$ cat src/rtl/core_pkg.sv
// Shared RV32I definitions for the pipeline stages: widths, opcodes and the
// control bundle carried from decode into execute.
package core_pkg;

  localparam int XLEN       = 32;
  localparam int REG_ADDR_W = 5;

  localparam logic [6:0] OP_R      = 7'b0110011;
  localparam logic [6:0] OP_IMM    = 7'b0010011;
  localparam logic [6:0] OP_LOAD   = 7'b0000011;
  localparam logic [6:0] OP_STORE  = 7'b0100011;
  localparam logic [6:0] OP_BRANCH = 7'b1100011;
  localparam logic [6:0] OP_LUI    = 7'b0110111;
  localparam logic [6:0] OP_AUIPC  = 7'b0010111;
  localparam logic [6:0] OP_JAL    = 7'b1101111;
  localparam logic [6:0] OP_JALR   = 7'b1100111;

  typedef struct packed {
    logic RegWrite;
    logic MemRead;
    logic MemWrite;
    logic Branch;
    logic Jump;
  } ctrl_t;

  // Unrecognised opcodes decode to an all-zero bundle; writes to x0 are dropped.
  function automatic ctrl_t decode_ctrl(input logic [6:0] opcode,
                                        input logic [REG_ADDR_W-1:0] rd);
    ctrl_t c;
    c = '0;
    case (opcode)
      OP_R, OP_IMM, OP_LUI: c.RegWrite = 1'b1;
      OP_LOAD: begin
        c.RegWrite = 1'b1;
        c.MemRead  = 1'b1;
      end
      OP_STORE:  c.MemWrite = 1'b1;
      OP_BRANCH: c.Branch   = 1'b1;
      OP_JAL, OP_JALR: begin
        c.RegWrite = 1'b1;
        c.Jump     = 1'b1;
      end
      default: c = '0;
    endcase
    if (rd == '0) c.RegWrite = 1'b0;
    return c;
  endfunction

  function automatic logic uses_rs2(input logic [6:0] opcode);
    return (opcode == OP_R) || (opcode == OP_STORE) || (opcode == OP_BRANCH);
  endfunction

endpackage

$ cat src/rtl/imm_gen.sv
// Combinational RV32I immediate decoder (I/S/B/U/J), sign-extended to XLEN.
// Shared between decode and the fetch-stage branch predictor.
module imm_gen
  import core_pkg::*;
(
  input  logic [31:0]     instr,
  output logic [XLEN-1:0] imm
);

  always_comb begin
    imm = '0;
    case (instr[6:0])
      OP_IMM, OP_LOAD, OP_JALR:
        imm = {{20{instr[31]}}, instr[31:20]};
      OP_STORE:
        imm = {{20{instr[31]}}, instr[31:25], instr[11:7]};
      OP_BRANCH:
        imm = {{19{instr[31]}}, instr[31], instr[7], instr[30:25], instr[11:8], 1'b0};
      OP_LUI, OP_AUIPC:
        imm = {instr[31:12], 12'b0};
      OP_JAL:
        imm = {{11{instr[31]}}, instr[31], instr[19:12], instr[20], instr[30:21], 1'b0};
      default:
        imm = '0;
    endcase
  end

endmodule

$ cat src/rtl/decode_stage.sv
// RV32I ID stage: register read addressing, WB bypass, control/immediate decode,
// load-use stall and the ID/EX pipeline register.
module decode_stage #(
  parameter int XLEN       = core_pkg::XLEN,
  parameter int REG_ADDR_W = core_pkg::REG_ADDR_W
) (
  input  logic                  clk,
  input  logic                  rst_n,
  input  logic                  if_valid,
  input  logic [31:0]           if_instr,
  input  logic [XLEN-1:0]       if_pc,
  output logic                  id_ready,
  output logic [REG_ADDR_W-1:0] Rs1,
  output logic [REG_ADDR_W-1:0] Rs2,
  input  logic [XLEN-1:0]       Read_data1,
  input  logic [XLEN-1:0]       Read_data2,
  input  logic                  wb_RegWrite,
  input  logic [REG_ADDR_W-1:0] wb_Rd,
  input  logic [XLEN-1:0]       wb_data,
  input  logic                  flush,
  input  logic                  ex_ready,
  output logic                  ex_valid,
  output logic [XLEN-1:0]       ex_pc,
  output logic [XLEN-1:0]       ex_rs1_val,
  output logic [XLEN-1:0]       ex_rs2_val,
  output logic [XLEN-1:0]       ex_imm,
  output logic [REG_ADDR_W-1:0] ex_Rd,
  output logic [6:0]            ex_opcode,
  output logic [3:0]            ex_funct,
  output logic                  ex_RegWrite,
  output logic                  ex_MemRead,
  output logic                  ex_MemWrite,
  output logic                  ex_Branch,
  output logic                  ex_Jump
);
  import core_pkg::*;

  logic [6:0]            opcode;
  logic [REG_ADDR_W-1:0] rd;
  logic [XLEN-1:0]       imm;
  logic [XLEN-1:0]       rs1_val;
  logic [XLEN-1:0]       rs2_val;
  ctrl_t                 ctrl;
  ctrl_t                 ex_ctrl;
  logic                  hz;
  logic                  adv;

  assign opcode = if_instr[6:0];
  assign rd     = if_instr[11:7];
  assign Rs1    = if_instr[19:15];
  assign Rs2    = if_instr[24:20];
  assign ctrl   = decode_ctrl(opcode, rd);

  imm_gen u_imm_gen (
    .instr (if_instr),
    .imm   (imm)
  );

  // x0 reads as zero; otherwise a same-cycle WB write to the source wins over the regfile.
  always_comb begin
    rs1_val = Read_data1;
    rs2_val = Read_data2;
    if (Rs1 == '0)
      rs1_val = '0;
    else if (wb_RegWrite && (wb_Rd == Rs1))
      rs1_val = wb_data;
    if (Rs2 == '0)
      rs2_val = '0;
    else if (wb_RegWrite && (wb_Rd == Rs2))
      rs2_val = wb_data;
  end

  assign hz = ex_valid && ex_ctrl.MemRead && (ex_Rd != '0) && if_valid &&
              ((ex_Rd == Rs1) || ((ex_Rd == Rs2) && uses_rs2(opcode)));
  assign adv      = ex_ready || !ex_valid;
  assign id_ready = adv && !hz;

  // Flush and bubbles only kill validity and control; data fields are left as-is.
  always_ff @(posedge clk or negedge rst_n) begin
    if (!rst_n) begin
      ex_valid   <= 1'b0;
      ex_ctrl    <= '0;
      ex_pc      <= '0;
      ex_rs1_val <= '0;
      ex_rs2_val <= '0;
      ex_imm     <= '0;
      ex_Rd      <= '0;
      ex_opcode  <= '0;
      ex_funct   <= '0;
    end else if (flush || (adv && hz)) begin
      ex_valid <= 1'b0;
      ex_ctrl  <= '0;
    end else if (adv) begin
      ex_valid   <= if_valid;
      ex_ctrl    <= if_valid ? ctrl : '0;
      ex_pc      <= if_pc;
      ex_rs1_val <= rs1_val;
      ex_rs2_val <= rs2_val;
      ex_imm     <= imm;
      ex_Rd      <= rd;
      ex_opcode  <= opcode;
      ex_funct   <= {if_instr[30], if_instr[14:12]};
    end
  end

  assign ex_RegWrite = ex_ctrl.RegWrite;
  assign ex_MemRead  = ex_ctrl.MemRead;
  assign ex_MemWrite = ex_ctrl.MemWrite;
  assign ex_Branch   = ex_ctrl.Branch;
  assign ex_Jump     = ex_ctrl.Jump;

endmodule

$ cat config.mk
export PLATFORM = sky130hd
export DESIGN_NAME = decode_stage
export DESIGN_NICKNAME = d
export VERILOG_FILES = /design/src/rtl/core_pkg.sv /design/src/rtl/imm_gen.sv /design/src/rtl/decode_stage.sv
export SDC_FILE = /design/constraint.sdc
export NUM_CORES = 1
export LEC_CHECK = 0
export CAP_MARGIN = 15
export CORE_AREA = 2 2 150 152
export DETAILED_ROUTE_END_ITERATION = 6
export DIE_AREA = 0 0 152 154
export PLACE_DENSITY = 0.69
export RECOVER_POWER = 100
export SLEW_MARGIN = 10
export SYNTH_ARGS = -nofsm -noshare
export SYNTH_HDL_FRONTEND = slang
export SYNTH_SLANG_ARGS = --single-unit
$ cat constraint.sdc
create_clock -name clk -period 3.6 [get_ports clk]
set_clock_uncertainty 0.2 [all_clocks]
set_input_delay 0.72 -clock clk [delete_from_list [all_inputs] [get_ports clk]]
set_output_delay 0.72 -clock clk [all_outputs]
set_load 0.005 [all_outputs]
==> key figures <==
CTS
  • CTS tree: built
  • Clock sinks: 150
  • Post-CTS Setup Inserts: 0
  • CTS clock-pin slew for the worst setup and hold paths: 0.06 ns
  • H-tree levels: 4
  • CTS Hold Bufs: 0
  • Post_cts resized: 0
  • Clock Path Buffers: 2
  • CTS root buf: clkbuf_16
  • Worst-Skew Late Latency: 0.42 ns
  • Inserted Clock Buffers: 17

Timing
  • WHS: 0.278 ns
  • Fin Setup TNS: 0 ns
  • Slew margin rel.: -0.615
  • Worst-margin pin slew: roughly 2.4 ns
  • Post-layout minimum cycle time: between 3 and 4 ns
  • # setup viols final: 0
  • Worst setup margin: about 0.13 ns
  • Final Hold Vio Count: 0
  • Count of final max-slew check failures: 53
  • Fmax: 288 MHz
  • RSZ-0062 raised after global routing: no
  • Fin crit share: 0.965

Yosys
  • Cell with the most instances after synthesis: dfrtp_1
  • Compound-cell area share of the yosys netlist: 0.139
  • Leading area contributor after synthesis: dfrtp_1
  • Distinct cells, synth: 38
  • Syn_area_per_cell: 10.7 sq um
  • Synth Register Bits: 150
  • Mux contribution to synthesized area: 0.196
  • Async SR Flop Fraction: 1.00
  • Number of synthesized flops with an enable pin: 0
  • Warnings from Yosys: 0
  • Synth Net Count: ~870
  • Top cells by area, synth: dfrtp_1 (50%), mux2_1 (9.9%), mux2_2 (7.5%)
  • Area share of the largest cell type after synthesis: 0.498
  • Register area share after synthesis: 0.498
  • Synth Area in Adders: 0
  • Fraction of synthesized cell area in xor and xnor cells: 0.0232
  • Top cells by count, synth: dfrtp_1 (150), a21oi_1 (85), o21ai_0 (69)
  • Simple-gate share of the synthesized area: 0.0805
  • Post-synthesis cell count: ~700
  • Ys flop type: dfrtp_1
  • Cell Area, Synth: about 7500 sq um
  • Largest family of logic cells by synthesized area: multiplexers

Power
  • Switching Share: 0.267
  • Leakage Power: 4.79 nW
  • NetSw: roughly 0.0013 W
  • Max rail drop VDD: about 0.3 mV
  • Internal power: between 0.003 and 0.004 W
  • Power share of the clock group: 0.403
  • Power per cell area: about 430 nW/um^2
  • Comb power frac: 0.210
  • Reg power frac: 0.388

Setup path
  • Crit path kind: input pin to output port
  • CP Launch Type: input pin
  • Max Fanout on Critical Path: 2
  • Crit path arrival time: roughly 2.6 ns
  • WP data required: around 2.7 ns
  • Crit. End Element: output port

Floorplan
  • Die width: approximately 150 microns
  • Starting Density: 0.347
  • Die H: around 150 microns
  • Core Area: roughly 22,000 sq um
  • Die footprint: around 23,000 sq um
  • Std cell rows: 54
  • # IOs: about 330

Global routing
  • Vias in the first global route: 7,141
  • Initial antenna violation count: 1
  • Largest net degree at the start of global routing: between 60 and 70
  • Gr usage total: 0.224
  • Overflow after GRT: 0
  • First-pass GRT wire length: about 41 mm

Placed design
  • Area after DPL: around 11,000 sq um
  • Final Wtd Congestion: between 0.8 and 0.9
  • Worst slack, placed: around 0.16 ns
  • Hpwl dp: 18.8 mm
  • Buffers added on ports: ~330

Route
  • DRT iter0 DRCs: approximately 380
  • Residual DRC count: 0
  • DR vias/cell: between 5 and 6
  • Via count: 6,854
  • TritonRoute pass-1 iters: 5
  • WL final: 26.5 mm
  • Post-route antenna net violation count: 0
  • Wire length per cell: between 20 and 25 microns

Cells and area
  • Post-route design area: roughly 12,000 sq um
  • Nets@finish: about 1,200
  • Fraction of layout cells with a size suffix above 1: 0.111
  • Synthesis-to-layout area growth: 56.3%
  • Final Util: 0.543

Status
  • Outcome: complete, but fails checks
  • Failing checks: max-capacitance violations, max-slew violations

Worst hold path
  • Hold Path Class: flip-flop to flip-flop

Run
  • Max cap viols: 1
-- worst max-delay path, cell delays in order --
cell and delay [ns]:
clkdlybuf4s50_1 0.49, a21boi_0 0.18, nand4_1 0.22, o22ai_1 0.25, and2_0 0.18, nor2_1 0.05
clkdlybuf4s50_1 0.46
-- logic make-up after synthesis --
kind of cell / count (synthesis)
AO/OA/AOI/OAI: 186
AND/OR/NAND/NOR: 117
flip-flops: 150
buffers and inverters: 97
XOR/XNOR: 20
multiplexers: 133
-- worst paths after layout --
kind | end | depth (start not counted) | slack, ns | from
setup / recovery | id_ready | 7 | 0.13 | if_instr[5]
hold / removal | ex_rs1_val[2] | 1 | 0.28 | ex_rs1_val[2]
setup reg to reg | ex_rs1_val[17] | 8 | 0.37 | ex_Rd[2]
hold reg to reg | ex_rs1_val[2] | 1 | 0.28 | ex_rs1_val[2]
max in group asynchronous | ex_imm[3] | 2 | 0.61 | rst_n
min in group asynchronous | ex_rs2_val[8] | 1 | 0.98 | rst_n
-- placed cells by master (no fill, tap or decap), drive strengths merged, types with 2 or more instances in the layout --
| cell | n |
|---|---|
| a211oi | 2 |
| a21boi | 4 |
| a21oi | 85 |
| a22o | 5 |
| a32o | 4 |
| and2 | 6 |
| and3 | 5 |
| and4 | 2 |
| buf | 25 |
| bufinv | 4 |
| clkbuf | 31 |
| clkdlybuf4s50 | 180 |
| clkinv | 2 |
| dfrtp | 150 |
| dlygate4sd3 | 150 |
| inv | 39 |
| mux2 | 116 |
| mux2i | 17 |
| nand2 | 13 |
| nand3 | 66 |
| nand4 | 4 |
| nor2 | 8 |
| nor2b | 3 |
| nor4 | 2 |
| o21ai | 69 |
| o32ai | 11 |
| or4 | 4 |
| xnor2 | 20 |
-- flip-flops by register name, indices dropped and copies added, names as in the netlist --
register and cells:
ex_rs2_val 32, ex_MemRead 1, ex_imm 32, ex_Rd 5, ex_pc 32, ex_Branch 1, ex_Jump 1, ex_opcode 7
ex_RegWrite 1, ex_rs1_val 32, ex_valid 1, ex_MemWrite 1, ex_funct 4
-- final cells by class --
cell class              instances  area [sq um]
fillers                      1949          9910
flip-flops and latches        150          3750
repair buffers                370          3570
multi-input cells             456          3330
clock buffers                  17           425
well taps                     280           350
clock inverters                15           233
inverters                      31           116
diodes                          1          2.50
-- metal layers --
layer / share of wire / wire [microns] / track usage / vias up
met5: 0 / 0 / 0 / -
met4: 0.027 / 715 / 0.0828 / 0
met3: 0.082 / 2170 / 0.0719 / 40
met2: 0.47 / 12500 / 0.362 / 316
met1: 0.42 / 11100 / 0.282 / 3332
li1: - / - / - / 3166
-- metrics by stage --
| stage | power [W] | std cells |
|---|---|---|
| after floorplan | 0.00236 | 703 |
| after global placement | 0.00311 | 1287 |
| after detailed placement | 0.00312 | 1287 |
| after CTS | 0.00516 | 1319 |
| after global routing | 0.00524 | 1320 |
| final | 0.00501 | 1320 |
-- power groups by stage --
stage	clock network [W]	logic (W)	registers, W
floorplan	0	0.000362	0.00200
global route	0.00214	0.00113	0.00197
finish	0.00202	0.00105	0.00194
detailed placement	0	0.00114	0.00198
global placement	0	0.00113	0.00198
CTS	0.00207	0.00114	0.00195
Note: power is estimated with default switching activity, not from simulation.
